**src/rtl/noc_rx_queue.sv**
```systemverilog
// Per-link NoC receive buffer: classifies incoming packets into divergence and
// clause queues, filters drops, and re-emits one stream with clause anti-starvation.
package satswarmv2_pkg;
    localparam int CORE_ID_W = 4;

    typedef enum logic [2:0] {
        MSG_NOP     = 3'd0,
        MSG_DIVERGE = 3'd1,
        MSG_CLAUSE  = 3'd2,
        MSG_SYNC    = 3'd3
    } msg_type_t;

    typedef struct packed {
        msg_type_t              msg_type;
        logic [CORE_ID_W-1:0]   src_id;
        logic [7:0]             quality_metric;
        logic [31:0]            payload;
    } noc_packet_t;
endpackage

module noc_rx_queue #(
    parameter int CORE_ID    = 0,
    parameter int CORE_ID_W  = satswarmv2_pkg::CORE_ID_W,
    parameter int DIV_DEPTH  = 2,
    parameter int CLS_DEPTH  = 4,
    parameter int STARVE_LIM = 4
) (
    input  logic                        clk,
    input  logic                        rst_n,
    noc_rx_queue_if.slave               i_in,
    noc_rx_queue_if.master              o_out,
    input  logic [7:0]                  i_cfg_lbd_max,
    output logic [15:0]                 o_drop_self,
    output logic [15:0]                 o_drop_lbd,
    output logic [15:0]                 o_drop_type,
    output logic [$clog2(DIV_DEPTH):0]  o_div_count,
    output logic [$clog2(CLS_DEPTH):0]  o_cls_count
);
    import satswarmv2_pkg::*;

    localparam int DAW   = $clog2(DIV_DEPTH);
    localparam int CAW   = $clog2(CLS_DEPTH);
    localparam int DCW   = DAW + 1;
    localparam int CCW   = CAW + 1;
    localparam int STV_W = $clog2(STARVE_LIM + 1);
    localparam logic [CORE_ID_W-1:0] SELF_ID = CORE_ID_W'(CORE_ID);
    localparam logic [STV_W-1:0]     STV_MAX = STV_W'(STARVE_LIM);

    typedef enum logic [2:0] {
        K_SELF,
        K_DIV,
        K_LBD,
        K_CLS,
        K_TYPE
    } pkt_class_t;

    typedef enum logic [1:0] {
        SEL_NONE,
        SEL_DIV,
        SEL_CLS
    } sel_t;

    noc_packet_t w_in_pkt;
    pkt_class_t  w_class;
    logic        w_in_ready;
    logic        w_accept;
    logic        w_push_div;
    logic        w_push_cls;

    logic [DAW-1:0] r_div_wr, r_div_rd;
    logic [DCW-1:0] r_div_cnt, w_div_left;
    noc_packet_t    r_div_mem [DIV_DEPTH];
    logic [CAW-1:0] r_cls_wr, r_cls_rd;
    logic [CCW-1:0] r_cls_cnt, w_cls_left;
    noc_packet_t    r_cls_mem [CLS_DEPTH];

    logic        w_div_full, w_cls_full;
    logic        w_div_avail, w_cls_avail;
    noc_packet_t w_div_head, w_cls_head;

    sel_t             r_sel, w_sel_next;
    logic [STV_W-1:0] r_stv, w_stv_next;
    noc_packet_t      r_out_pkt, w_out_next;
    logic             w_hs;
    logic             w_pop_div, w_pop_cls;

    logic [15:0] r_drop_self, r_drop_lbd, r_drop_type;

    assign w_in_pkt = i_in.pkt;

    // Priority order matters: loopback beats everything, and the LBD filter
    // only ever applies to clauses.
    always_comb begin
        // NOTE: every always_comb output gets a default first so no path leaves it unassigned (no latch).
        w_class = K_TYPE;
        if (w_in_pkt.src_id == SELF_ID) begin
            w_class = K_SELF;
        end else if (w_in_pkt.msg_type == MSG_DIVERGE) begin
            w_class = K_DIV;
        end else if (w_in_pkt.msg_type == MSG_CLAUSE) begin
            w_class = (w_in_pkt.quality_metric > i_cfg_lbd_max) ? K_LBD : K_CLS;
        end
    end

    assign w_div_full = (r_div_cnt == DCW'(DIV_DEPTH));
    assign w_cls_full = (r_cls_cnt == CCW'(CLS_DEPTH));

    always_comb begin
        w_in_ready = 1'b1;
        if (w_class == K_DIV) begin
            w_in_ready = !w_div_full;
        end else if (w_class == K_CLS) begin
            w_in_ready = !w_cls_full;
        end
    end

    assign i_in.ready = w_in_ready;
    assign w_accept   = i_in.valid && w_in_ready;
    assign w_push_div = w_accept && (w_class == K_DIV);
    assign w_push_cls = w_accept && (w_class == K_CLS);

    assign w_hs      = o_out.valid && o_out.ready;
    assign w_pop_div = w_hs && (r_sel == SEL_DIV);
    assign w_pop_cls = w_hs && (r_sel == SEL_CLS);

    // The presented packet stays in its queue until the handshake pops it.
    // On a handshake the next head may be the packet being pushed right now,
    // which keeps a one-deep stream running without bubbles.
    assign w_div_left  = r_div_cnt - DCW'(w_pop_div);
    assign w_cls_left  = r_cls_cnt - CCW'(w_pop_cls);
    assign w_div_avail = (w_div_left != '0) || (w_hs && w_push_div);
    assign w_cls_avail = (w_cls_left != '0) || (w_hs && w_push_cls);
    assign w_div_head  = (w_div_left != '0) ? r_div_mem[r_div_rd + DAW'(w_pop_div)] : w_in_pkt;
    assign w_cls_head  = (w_cls_left != '0) ? r_cls_mem[r_cls_rd + CAW'(w_pop_cls)] : w_in_pkt;

    // NOTE: queue storage has no reset; the counts alone decide what is valid.
    always_ff @(posedge clk) begin
        if (w_push_div) begin
            r_div_mem[r_div_wr] <= w_in_pkt;
        end
        if (w_push_cls) begin
            r_cls_mem[r_cls_wr] <= w_in_pkt;
        end
    end

    // NOTE: sequential state uses non-blocking assignments so every register samples pre-edge values.
    always_ff @(posedge clk or negedge rst_n) begin
        if (!rst_n) begin
            r_div_wr  <= '0;
            r_div_rd  <= '0;
            r_div_cnt <= '0;
            r_cls_wr  <= '0;
            r_cls_rd  <= '0;
            r_cls_cnt <= '0;
        end else begin
            if (w_push_div) r_div_wr <= r_div_wr + DAW'(1);
            if (w_pop_div)  r_div_rd <= r_div_rd + DAW'(1);
            if (w_push_cls) r_cls_wr <= r_cls_wr + CAW'(1);
            if (w_pop_cls)  r_cls_rd <= r_cls_rd + CAW'(1);
            r_div_cnt <= r_div_cnt + DCW'(w_push_div) - DCW'(w_pop_div);
            r_cls_cnt <= r_cls_cnt + CCW'(w_push_cls) - CCW'(w_pop_cls);
        end
    end

    always_ff @(posedge clk or negedge rst_n) begin
        if (!rst_n) begin
            r_drop_self <= '0;
            r_drop_lbd  <= '0;
            r_drop_type <= '0;
        end else if (w_accept) begin
            if (w_class == K_SELF && r_drop_self != 16'hFFFF) r_drop_self <= r_drop_self + 16'd1;
            if (w_class == K_LBD  && r_drop_lbd  != 16'hFFFF) r_drop_lbd  <= r_drop_lbd  + 16'd1;
            if (w_class == K_TYPE && r_drop_type != 16'hFFFF) r_drop_type <= r_drop_type + 16'd1;
        end
    end

    always_ff @(posedge clk or negedge rst_n) begin
        if (!rst_n) begin
            r_sel     <= SEL_NONE;
            r_stv     <= '0;
            r_out_pkt <= '0;
        end else begin
            r_sel     <= w_sel_next;
            r_stv     <= w_stv_next;
            r_out_pkt <= w_out_next;
        end
    end

    // Selection is only revisited when idle or on a handshake, so a stalled
    // head is never replaced.
    always_comb begin
        w_stv_next = r_stv;
        w_sel_next = r_sel;
        w_out_next = r_out_pkt;

        if (w_hs) begin
            if (r_sel == SEL_DIV && r_cls_cnt != '0) begin
                if (r_stv != STV_MAX) w_stv_next = r_stv + STV_W'(1);
            end else begin
                w_stv_next = '0;
            end
        end

        if (r_sel == SEL_NONE || w_hs) begin
            w_sel_next = SEL_NONE;
            if (w_cls_avail && (w_stv_next == STV_MAX || !w_div_avail)) begin
                w_sel_next = SEL_CLS;
                w_out_next = w_cls_head;
            end else if (w_div_avail) begin
                w_sel_next = SEL_DIV;
                w_out_next = w_div_head;
            end
        end
    end

    assign o_out.valid = (r_sel != SEL_NONE);
    assign o_out.pkt   = r_out_pkt;
    assign o_drop_self = r_drop_self;
    assign o_drop_lbd  = r_drop_lbd;
    assign o_drop_type = r_drop_type;
    assign o_div_count = r_div_cnt;
    assign o_cls_count = r_cls_cnt;
endmodule

```
**src/rtl/noc_rx_queue_if.sv**
```systemverilog
// Valid/ready packet stream. The payload type is a parameter, so this file
// does not depend on the packet package.
interface noc_rx_queue_if #(
    parameter type pkt_t = logic
);
    pkt_t pkt;
    logic valid;
    logic ready;

    modport master (output pkt, output valid, input ready);
    modport slave  (input pkt, input valid, output ready);
endinterface

```
**src/flat_wrapper.sv**
```systemverilog
// flat-port wrapper written by rule: the top's interface ports become plain ports
module noc_rx_queue_flat import satswarmv2_pkg::*;
#(
    parameter int CORE_ID    = 0,
    parameter int CORE_ID_W  = satswarmv2_pkg::CORE_ID_W,
    parameter int DIV_DEPTH  = 2,
    parameter int CLS_DEPTH  = 4,
    parameter int STARVE_LIM = 4
)
  (clk, rst_n, i_cfg_lbd_max, o_drop_self, o_drop_lbd, o_drop_type, o_div_count, o_cls_count, i_in_pkt, i_in_valid, i_in_ready, o_out_pkt, o_out_valid, o_out_ready);
  noc_rx_queue_if #(.pkt_t(noc_packet_t)) i_in_i ();
  noc_rx_queue_if #(.pkt_t(noc_packet_t)) o_out_i ();
  input  logic clk;
  input  logic rst_n;
  input  logic [7:0] i_cfg_lbd_max;
  output logic [15:0] o_drop_self;
  output logic [15:0] o_drop_lbd;
  output logic [15:0] o_drop_type;
  output logic [$clog2(DIV_DEPTH):0] o_div_count;
  output logic [$clog2(CLS_DEPTH):0] o_cls_count;
  input wire logic [$bits(i_in_i.pkt)-1:0] i_in_pkt;
  input wire logic [$bits(i_in_i.valid)-1:0] i_in_valid;
  output wire logic [$bits(i_in_i.ready)-1:0] i_in_ready;
  output wire logic [$bits(o_out_i.pkt)-1:0] o_out_pkt;
  output wire logic [$bits(o_out_i.valid)-1:0] o_out_valid;
  input wire logic [$bits(o_out_i.ready)-1:0] o_out_ready;
  assign i_in_i.pkt = i_in_pkt;
  assign i_in_i.valid = i_in_valid;
  assign i_in_ready = i_in_i.ready;
  assign o_out_pkt = o_out_i.pkt;
  assign o_out_valid = o_out_i.valid;
  assign o_out_i.ready = o_out_ready;
  noc_rx_queue #(.CORE_ID(CORE_ID), .CORE_ID_W(CORE_ID_W), .DIV_DEPTH(DIV_DEPTH), .CLS_DEPTH(CLS_DEPTH), .STARVE_LIM(STARVE_LIM)) u_core (.clk(clk), .rst_n(rst_n), .i_in(i_in_i), .o_out(o_out_i), .i_cfg_lbd_max(i_cfg_lbd_max), .o_drop_self(o_drop_self), .o_drop_lbd(o_drop_lbd), .o_drop_type(o_drop_type), .o_div_count(o_div_count), .o_cls_count(o_cls_count));
endmodule
```
**config.mk**
```make
export PLATFORM = sky130hd
export DESIGN_NAME = noc_rx_queue_flat
export DESIGN_NICKNAME = d
export VERILOG_FILES = /design/src/rtl/noc_rx_queue.sv /design/src/rtl/noc_rx_queue_if.sv /design/src/flat_wrapper.sv
export SDC_FILE = /design/constraint.sdc
export NUM_CORES = 1
export LEC_CHECK = 0
export ABC_CLOCK_PERIOD_IN_PS = 7250
export CORE_MARGIN = 2
export CORE_UTILIZATION = 35
export DETAILED_ROUTE_END_ITERATION = 8
export PLACE_DENSITY_LB_ADDON = 0.12
export SETUP_SLACK_MARGIN = 0.5
export SLEW_MARGIN = 5
export SYNTH_ARGS = -nofsm -noshare
export SYNTH_HDL_FRONTEND = slang
export SYNTH_SLANG_ARGS = --single-unit
```
**constraint.sdc**
```tcl
create_clock -name clk -period 7.25 [get_ports clk]
set_input_delay 1.8125 -clock clk [delete_from_list [all_inputs] [get_ports clk]]
set_output_delay 1.8125 -clock clk [all_outputs]
set_load 0.02 [all_outputs]
```
# Word-level counts from Yosys, hierarchy flattened
# Memories as Yosys holds them, arrays and structs flattened.
# Index checks and enable logic that the tools add are counted.
# word_totals
regBits	111
latch_bits	0
ramBits	282
mem_bits_ro	0
word_cells	100
memories	2
# memory_table
name	depth	word_bits	read_ports	rd_ports_with_merged_regs	write_ports	line_no	source
u_core.r_cls_mem	4	47	1	0	1	noc_rx_queue.sv:75	noc_packet_t r_cls_mem [CLS_DEPTH];
u_core.r_div_mem	2	47	1	0	1	noc_rx_queue.sv:72	noc_packet_t r_div_mem [DIV_DEPTH];
# op_classes
n_addsub	16
n_mul	0
div_mod_pow	0
n_lt_le_gt_ge	1
n_eq_ne	15
shift	0
muxes	19
n_bitwise	0
reduce_logical	32
# op_table
cell	n
2-to-1 mux 47 bit	4
adder 16 x 1 -> 16 bit, second input constant	3
inequality test 16 bit, second input constant	3
2-to-1 mux 3 bit	6
logical AND 1 bit	13
equality test 3 x 2 -> 1 bit, second input constant	3
equality test 3 bit, second input constant	3
greater-than comparator 8 bit	1
2-to-1 mux 1 bit	8
AND reduction 2 bit	4
equality test 3 x 1 -> 1 bit, second input constant	2
nonzero test 2 bit	3
nonzero test 3 bit	2
subtractor 3 x 1 -> 3 bit	2
adder 2 x 1 -> 2 bit	2
adder 2 x 1 -> 2 bit, second input constant	2
equality test 2 bit, second input constant	2
zero test 4 bit	1
logical OR 1 bit	4
subtractor 2 x 1 -> 2 bit	2
adder 3 x 1 -> 3 bit	1
adder 3 x 1 -> 3 bit, second input constant	1
zero test 1 bit	3
zero test 3 bit	1
other kinds (6)	7

# Depth between registers and ports, before layout
# Gate-level depths: netlist of run 1.
# logic_depth
depth_word	17
mapped_depth	13
mapped_depth_nobuf	12

# Worst setup path after synthesis of run 1
# No wires, ideal clock.
# synth_path
kind	input to output
startpoint	input i_cfg_lbd_max[3]
endpoint	output i_in_ready
arrival_ns	3.304
t_required_ns	5.438
setup_slack_ns	2.133
path_stages	7
n_path_buf	0
path_cell_list	inv_1 -> ha_1 -> a211o_1 -> nor3_1 -> o211ai_1 -> o21a_1 -> or3_1
# synth_via
elab_chain_cells	8
elab_cells_between_ends	9
# synth_rtl
item	line_no	source
start, declared	flat_wrapper.sv:15	input logic [7:0] i_cfg_lbd_max;
greater-than comparator 8 bit *	noc_rx_queue.sv:101	w_class = (w_in_pkt.quality_metric > i_cfg_lbd_max) ? K_LBD : K_CLS;
2-to-1 mux 1 bit *	noc_rx_queue.sv:101	
2-to-1 mux 3 bit *	noc_rx_queue.sv:100	end else if (w_in_pkt.msg_type == MSG_CLAUSE) begin
2-to-1 mux 3 bit *	noc_rx_queue.sv:98	end else if (w_in_pkt.msg_type == MSG_DIVERGE) begin
2-to-1 mux 3 bit *	noc_rx_queue.sv:96	if (w_in_pkt.src_id == SELF_ID) begin
equality test 3 x 2 -> 1 bit	noc_rx_queue.sv:112	end else if (w_class == K_CLS) begin
2-to-1 mux 1 bit	noc_rx_queue.sv:112	
2-to-1 mux 1 bit *	noc_rx_queue.sv:110	if (w_class == K_DIV) begin
end, declared	flat_wrapper.sv:23	output wire logic [$bits(i_in_i.ready)-1:0] i_in_ready;
# Every way passes the cells marked *; elsewhere a longest branch is shown, timed or not.

# Worst setup path after layout of run 1
# layout_path
startpoint	input i_in_pkt[37]
endpoint	output i_in_ready
# layout_via
elab_chain_cells	8
elab_cells_between_ends	9
# layout_rtl
item	line_no	source
start, declared	flat_wrapper.sv:21	input wire logic [$bits(i_in_i.pkt)-1:0] i_in_pkt;
greater-than comparator 8 bit *	noc_rx_queue.sv:101	
2-to-1 mux 1 bit *	noc_rx_queue.sv:101	
2-to-1 mux 3 bit *	noc_rx_queue.sv:100	
2-to-1 mux 3 bit *	noc_rx_queue.sv:98	
2-to-1 mux 3 bit *	noc_rx_queue.sv:96	
equality test 3 x 2 -> 1 bit	noc_rx_queue.sv:112	
2-to-1 mux 1 bit	noc_rx_queue.sv:112	
2-to-1 mux 1 bit *	noc_rx_queue.sv:110	
# Marked as above.

==> results.json, run 1 <==
{
  "status": "completed",
  "vias": 9929,
  "crit_fanout": 8,
  "category_of_the_worst_setup_path_capture_point": "output port",
  "clock-sinks": 393,
  "synthArstFlopShare": 0.282,
  "grt.busiest_layer": "met2",
  "syn_avg_cell_area_um2": 15.4,
  "synth_cells": 1078,
  "power.switching_w": 0.00281,
  "power.share.clock": 0.264,
  "final-max-slew-violation-count": 0,
  "initial_antenna_violation_count": 5,
  "total_power_w": 0.00798,
  "netlist_area_um2": 16600,
  "cts_setup_buffers": 0,
  "drt.antenna.violating_nets": 0,
  "critical_path.startpoint_type": "input pin",
  "layout.core_utilization": 0.435,
  "dp.cells": 1807,
  "synth_cell_types": 63,
  "die-area_um2": 49300,
  "die_h_um": 222,
  "ff2ff_path_depth": 11,
  "regToRegStartpoint": "u_core.r_sel[0]",
  "boundaryPins": 161,
  "setup_ws_final_ns": 0.700,
  "worstSetupStartpoint": "i_in_pkt[37]",
  "grt_setup_unrepaired": "no",
  "count_of_standard_cell_rows": 79,
  "layout-drive-gt1-share": 0.150,
  "gpl.final_weighted_congestion": 0.753,
  "pwr_density_cell_nw_per_um2": 392,
  "synth-edff-count": 282,
  "clock.fmax_mhz": 153,
  "cp.required_ns": 5.44,
  "syn_nets": 1162,
  "timing.setup.critical_path_class": "in2out",
  "timing.slew.headroom": 0.307,
  "critPathArrivalTime_ns": 4.74,
  "vdd_ir_drop_max_mv": 0.220,
  "core_um2": 46800,
  "drv_cap": 0,
  "hold_path.class": "reg2reg",
  "dpl_worst_slack_ns": 0.399,
  "p_seq_frac": 0.361,
  "worst_skew_pair.late_latency_ns": 0.58,
  "timing_worst_slew_pin_value_ns": 1.04,
  "rrSetupSlack_ns": 3.62,
  "grt_start_max_net_pins": 71,
  "switching_part_of_the_total_power": 0.352,
  "clock_tree_from_tritoncts": "built",
  "groute.layer.met1.usage": 0.233,
  "grtUsageMet3": 0.0349,
  "postSynth.topFlopCell": "sky130_fd_sc_hd__edfxtp_1",
  "combPwrFrac": 0.375,
  "tritoncts.num_buffers": 44,
  "finalNetCount": 1330,
  "die_width_um": 222,
  "wl_per_cell_um": 22.8,
  "post-route-period-util": 0.903,
  "setup_skew_after_layout_ns": 0.0166,
  "hold_fails_final_rpt": 0,
  "fin_tns_setup_ns": 0,
  "p_int_w": 0.00517,
  "leakage_nw": 7.22,
  "fin_cells": 1886,
  "via_count_of_the_first_global_routing_pass": 10554,
  "finalWorstPathRequiredPeriod_ns": 6.55,
  "clockBufferDepth": 3,
  "groute.layer.met2.usage": 0.296,
  "fillerInstances": 4251,
  "drt-initial-drc-count": 583,
  "synth.yosys.seq_area_share": 0.676,
  "synth.yosys.warnings": 0,
  "clock_tree.root_cell": "sky130_fd_sc_hd__clkbuf_16",
  "place.detailed.hpwl_um": 25000,
  "start_util": 0.356,
  "drt_wl_total_um": 43000,
  "clock_tree.htree_level_count": 2,
  "areaGrowthSynthToFinish_pct": 22.5,
  "wire_length_of_the_first_global_routing_pass_um": 66200,
  "reg2reg_to": "u_core.o_out.pkt[21]",
  "cts.reportedPaths.clkPinSlew_ns": 0.06,
  "setup.worst_path.end": "i_in_ready",
  "setup_viol": 0,
  "ys_seq_elements": 393,
  "remaining_drc_errors": 0,
  "globalRoute.totalOverflow": 0,
  "io_buffer_count": 160,
  "drt-vias-per-instance": 5.26,
  "global_route.usage.total": 0.177,
  "drt-pass1-iter-count": 5
}
## power groups by stage
stage          Clock [W]  Combinational (W)  Sequential, W
2_1_floorplan          0            0.00177        0.00308
3_3_place_gp           0            0.00303        0.00292
3_5_place_dp           0            0.00304        0.00293
4_1_cts          0.00218            0.00305        0.00289
5_1_grt          0.00227            0.00324        0.00292
6_report         0.00211            0.00299        0.00288
## registers in the layout (all words and copies together) (netlist names), 3 cells and up
signal	count
u_core.r_cls_mem	188
u_core.r_div_mem	94
u_core.o_out.pkt	47
u_core.o_drop_lbd	16
u_core.o_drop_self	16
u_core.o_drop_type	16
u_core.o_cls_count	3
u_core.r_stv	3
## metrics by stage
step                hold slack [ns]  instance area (um^2)
floorplan                     0.455                 16600
global placement              0.480                 19000
detailed placement            0.478                 19000
CTS                           0.490                 20300
global route                  0.509                 20400
finish                        0.492                 20400
## kinds of logic after synthesis
logic type,after synthesis,synth area share
DFF,393,0.676
and+or+nand+nor,237,0.0764
AOI/OAI and AO/OA,224,0.108
buffers and inverters,93,0.0251
xor gates and xnor gates,56,0.0295
muxes,50,0.0657
adders and majority gates,25,0.0193
## cell usage in the layout, fill, tap and decap left out, drive strengths merged, types with 5 or more instances in the layout
master,instances
nor3,10
nand2,31
nor2b,7
buf,24
a21oi,50
or3,5
clkdlybuf4s50,156
and4,7
xnor2,34
and3,7
xor2,22
dfrtp,111
ha,24
nand4,9
nand3,13
clkinv,14
and2,59
a211oi,48
o41ai,47
clkbuf,59
inv,34
nor2,67
edfxtp,282
mux4,47
o21ai,57
## metal layers
| layer | wire, um | part of all wire |
|---|---|---|
| met2 | 20800 | 0.48 |
| met1 | 19100 | 0.45 |
| met3 | 2120 | 0.049 |
| met4 | 960 | 0.022 |
| met5 | 36 | 0.00084 |
## area by class of cell
| type | instances | area, um^2 | area share |
|---|---|---|---|
| timing repair buffer | 183 | 1810 | 0.0888 |
| inverter | 32 | 120 | 0.00590 |
| antenna | 1 | 2.50 | 0.000123 |
| clock inverter | 19 | 165 | 0.00811 |
| sequential | 393 | 11200 | 0.552 |
| multi-input combinational | 592 | 5080 | 0.250 |
| tap | 607 | 759 | 0.0373 |
| clock buffer | 59 | 1180 | 0.0578 |
## cell usage after synthesis, types with 3 or more instances
master / n / area [um^2]
sky130_fd_sc_hd__edfxtp_1: 282 / 8470
sky130_fd_sc_hd__dfrtp_1: 111 / 2780
sky130_fd_sc_hd__nor2_1: 67 / 251
sky130_fd_sc_hd__and2_1: 59 / 369
sky130_fd_sc_hd__o21ai_0: 56 / 280
sky130_fd_sc_hd__a21oi_1: 49 / 245
sky130_fd_sc_hd__mux4_2: 47 / 1060
sky130_fd_sc_hd__clkbuf_1: 42 / 158
sky130_fd_sc_hd__a211oi_1: 40 / 300
sky130_fd_sc_hd__xnor2_1: 34 / 298
sky130_fd_sc_hd__inv_1: 32 / 120
sky130_fd_sc_hd__nand2_1: 31 / 116
sky130_fd_sc_hd__o41ai_2: 30 / 488
sky130_fd_sc_hd__ha_1: 24 / 300
sky130_fd_sc_hd__xor2_1: 22 / 193
sky130_fd_sc_hd__o41ai_1: 16 / 140
sky130_fd_sc_hd__nand3_1: 13 / 65.1
sky130_fd_sc_hd__nor3_1: 10 / 50.1
sky130_fd_sc_hd__nand4_1: 9 / 56.3
sky130_fd_sc_hd__a211oi_2: 8 / 100
sky130_fd_sc_hd__and3_1: 7 / 43.8
sky130_fd_sc_hd__and4_1: 7 / 61.3
sky130_fd_sc_hd__buf_2: 7 / 35.0
sky130_fd_sc_hd__buf_6: 7 / 78.8
sky130_fd_sc_hd__nor2b_1: 7 / 43.8
sky130_fd_sc_hd__or3_1: 5 / 31.3
sky130_fd_sc_hd__nand2b_1: 4 / 25.0
sky130_fd_sc_hd__nor4_1: 4 / 25.0
sky130_fd_sc_hd__buf_1: 3 / 11.3
sky130_fd_sc_hd__mux2_2: 3 / 33.8
sky130_fd_sc_hd__nor3b_1: 3 / 22.5
sky130_fd_sc_hd__or2_2: 3 / 18.8
## worst max-delay path: stages
cell and delay [ns]:
sky130_fd_sc_hd__clkdlybuf4s50_1 0.64, sky130_fd_sc_hd__ha_1 0.30, sky130_fd_sc_hd__a211oi_1 0.21, sky130_fd_sc_hd__nor2_1 0.12
sky130_fd_sc_hd__nor3_2 0.34, sky130_fd_sc_hd__o211ai_1 0.23, sky130_fd_sc_hd__o21a_1 0.16, sky130_fd_sc_hd__or3_1 0.31
sky130_fd_sc_hd__clkdlybuf4s50_1 0.60
## worst min-delay path by stage
stage	from	endpoint	slack [ns]	cells past startpoint
floorplan	u_core.r_div_wr	u_core.r_div_wr	0.46	1
global placement	u_core.o_drop_type[5]	u_core.o_drop_type[5]	0.48	1
detailed placement	u_core.o_drop_type[5]	u_core.o_drop_type[5]	0.48	1
CTS	u_core.o_drop_type[5]	u_core.o_drop_type[5]	0.49	1
global route	u_core.o_drop_type[9]	u_core.o_drop_type[9]	0.51	1
finish	u_core.o_drop_type[5]	u_core.o_drop_type[5]	0.49	1
## repair_timing
item                                   in CTS  in global routing
gates cloned                                0                  0
setup endpoints to repair                   1                  1
resized for setup                           1                  4
endpoints found under the hold margin       0                  0
hold buffers                                0                  0
No activity file was read; power rests on OpenSTA's default activity.
==> run 2: changes to the inputs <==
--- a/config.mk
+++ b/config.mk
@@ -5,7 +5,7 @@
 export SDC_FILE = /design/constraint.sdc
 export NUM_CORES = 1
 export LEC_CHECK = 0
-export ABC_CLOCK_PERIOD_IN_PS = 7250
+export ABC_CLOCK_PERIOD_IN_PS = 7500
 export CORE_MARGIN = 2
 export CORE_UTILIZATION = 35
 export DETAILED_ROUTE_END_ITERATION = 8
==> constraint.sdc (replaced) <==
create_clock -name clk -period 7.5 [get_ports clk]
set_input_delay 1.875 -clock clk [delete_from_list [all_inputs] [get_ports clk]]
set_output_delay 1.875 -clock clk [all_outputs]
set_load 0.02 [all_outputs]
==> results.json, run 2 (same netlist as run 1, synthesis figures left out) <==
{
  "drt-pass1-iter-count": 4,
  "setup_skew_after_layout_ns": 0.0237,
  "hold_path.class": "reg2reg",
  "boundaryPins": 161,
  "cts_setup_buffers": 0,
  "timing.critical_path.cells": "clkdlybuf4s50_1 > inv_1 > ha_1 > nand4_1 > or2_2 > o21ai_0 > o211ai_1 > o21a_1 > or3_1 > clkdlybuf4s50_1",
  "clock_tree_from_tritoncts": "built",
  "die-area_um2": 49300,
  "global_route.usage.total": 0.181,
  "largest_register_ffs": 188,
  "drt-vias-per-instance": 5.30,
  "clock.fmax_mhz": 146,
  "final-max-slew-violation-count": 0,
  "drv_cap": 0,
  "die_width_um": 222,
  "die_h_um": 222,
  "most-common-layout-cells": "282 x sky130_fd_sc_hd__edfxtp_1, 158 x sky130_fd_sc_hd__clkdlybuf4s50_1, 111 x sky130_fd_sc_hd__dfrtp_1",
  "wire_length_of_the_first_global_routing_pass_um": 67500,
  "total_power_w": 0.00786,
  "fin_tns_setup_ns": 0,
  "stage_delay_of_the_slowest_cell_on_the_critical_path_ns": 0.68,
  "crit_fanout": 8,
  "vias": 10014,
  "cts.reportedPaths.clkPinSlew_ns": 0.06,
  "hold_fails_final_rpt": 0,
  "globalRoute.totalOverflow": 0,
  "vdd_ir_drop_max_mv": 0.231,
  "timing.setup.critical_path_class": "in2out",
  "count_of_standard_cell_rows": 79,
  "tritoncts.num_buffers": 45,
  "finalNetCount": 1328,
  "clockBufferDepth": 3,
  "critical_path.startpoint_type": "input pin",
  "stdcell_area_um2": 20500,
  "areaGrowthSynthToFinish_pct": 23.1,
  "placed_cell_area_um2": 19000,
  "initial_antenna_violation_count": 5,
  "worst_skew_pair.late_latency_ns": 0.58,
  "cp.required_ns": 5.62,
  "finalWorstPathRequiredPeriod_ns": 6.85,
  "grt_setup_unrepaired": "no",
  "setup_viol": 0,
  "pwr_density_cell_nw_per_um2": 384,
  "final_common_cell": "sky130_fd_sc_hd__edfxtp_1",
  "wl_per_cell_um": 23.3,
  "grt_start_max_net_pins": 70,
  "category_of_the_worst_setup_path_capture_point": "output port",
  "drt_wl_total_um": 43900,
  "timing.slew.headroom": 0.223,
  "critPathArrivalTime_ns": 4.97,
  "drt-initial-drc-count": 586,
  "clock_tree.htree_level_count": 2,
  "gpl.final_weighted_congestion": 0.755,
  "core_um2": 46800,
  "register_name_with_the_most_flops": "u_core.r_cls_mem",
  "post-route-period-util": 0.913,
  "io_buffer_count": 160,
  "timing_worst_slew_pin_value_ns": 1.16,
  "worst_path_most_repeated_cell": "sky130_fd_sc_hd__clkdlybuf4s50_1",
  "drt.antenna.violating_nets": 0,
  "via_count_of_the_first_global_routing_pass": 10752,
  "status": "completed",
  "place.detailed.hpwl_um": 25400,
  "layout-drive-gt1-share": 0.158,
  "clock-sinks": 393,
  "critical-path-slowest-cell": "sky130_fd_sc_hd__clkdlybuf4s50_1",
  "remaining_drc_errors": 0,
  "leakage_nw": 7.26,
  "clock_tree.root_cell": "sky130_fd_sc_hd__clkbuf_16",
  "start_util": 0.356
}
run 2: cell count changes in the layout (fill, tap and decap cells not counted), moves of 2 or more:
cell / previous run / this run
sky130_fd_sc_hd__clkbuf_1: 13 / 9
sky130_fd_sc_hd__buf_12: 2 / 5
sky130_fd_sc_hd__clkdlybuf4s50_1: 156 / 158
sky130_fd_sc_hd__buf_4: 21 / 15
sky130_fd_sc_hd__dlymetal6s2s_1: 3 / 1
sky130_fd_sc_hd__clkinv_2: 3 / 14
sky130_fd_sc_hd__clkinv_1: 10 / 5
run 2: where the power goes:
group | internal [W] | leakage, nW | switching [W] | total, W
sequential | 0.00259 | 3.93 | 0.000193 | 0.00279
clock | 0.00124 | 0.710 | 0.000895 | 0.00214
combinational | 0.00124 | 2.62 | 0.00170 | 0.00294
total | 0.00507 | 7.26 | 0.00279 | 0.00786
run 2: through the flow:
stage / cells / util / hold slack (ns) / worst slack [ns]
floorplan: 1078 / - / 0.455 / 2.26
global placement: 1804 / 0.407 / 0.482 / 0.550
detailed placement: 1804 / 0.407 / 0.480 / 0.537
CTS: 1888 / 0.437 / 0.495 / 0.509
global route: 1889 / 0.438 / 0.506 / 0.538
finish: 1889 / 0.438 / 0.486 / 0.651
run 2: critical path, delay by kind of cell:
family | cells | cell delay (ns)
compound gates | 3 | 0.65
simple gates | 3 | 0.68
buf+inv | 3 | 1.44
fa+ha+maj | 1 | 0.31
run 2: worst paths after layout:
path	slack, ns	endpoint	startpoint	cells after the start
worst min register to register	0.49	u_core.o_drop_type[13]	u_core.o_drop_type[13]	1
max in group asynchronous	4.91	u_core.o_drop_type[2]	rst_n	2
min in group asynchronous	1.36	u_core.o_drop_self[9]	rst_n	1
worst max-delay path	0.65	i_in_ready	i_in_pkt[32]	10
worst max register to register	3.69	u_core.o_out.pkt[26]	u_core.r_sel[0]	9
worst min-delay path	0.49	u_core.o_drop_type[13]	u_core.o_drop_type[13]	1
run 2: repair_timing:
action | CTS | global route
resized for setup | 0 | 1
endpoints found under the setup margin | 0 | 1
hold buffers | 0 | 0
run 2: layer usage:
metal	GRT usage	up-vias	part of all wire
met1	0.237	5191	0.44
li1	-	4484	-
met5	0	-	0.0011
met3	0.0433	87	0.055
met2	0.294	244	0.48
met4	0.0673	8	0.027
run 2: layout make-up:
cell class,count,area [um^2]
well taps,607,759
flip-flops and latches,393,11200
multi-input cells,592,5080
diodes,1,2.50
inverters,32,120
repair buffers,180,1820
clock inverters,27,235
clock buffers,57,1200
fillers,4235,26300
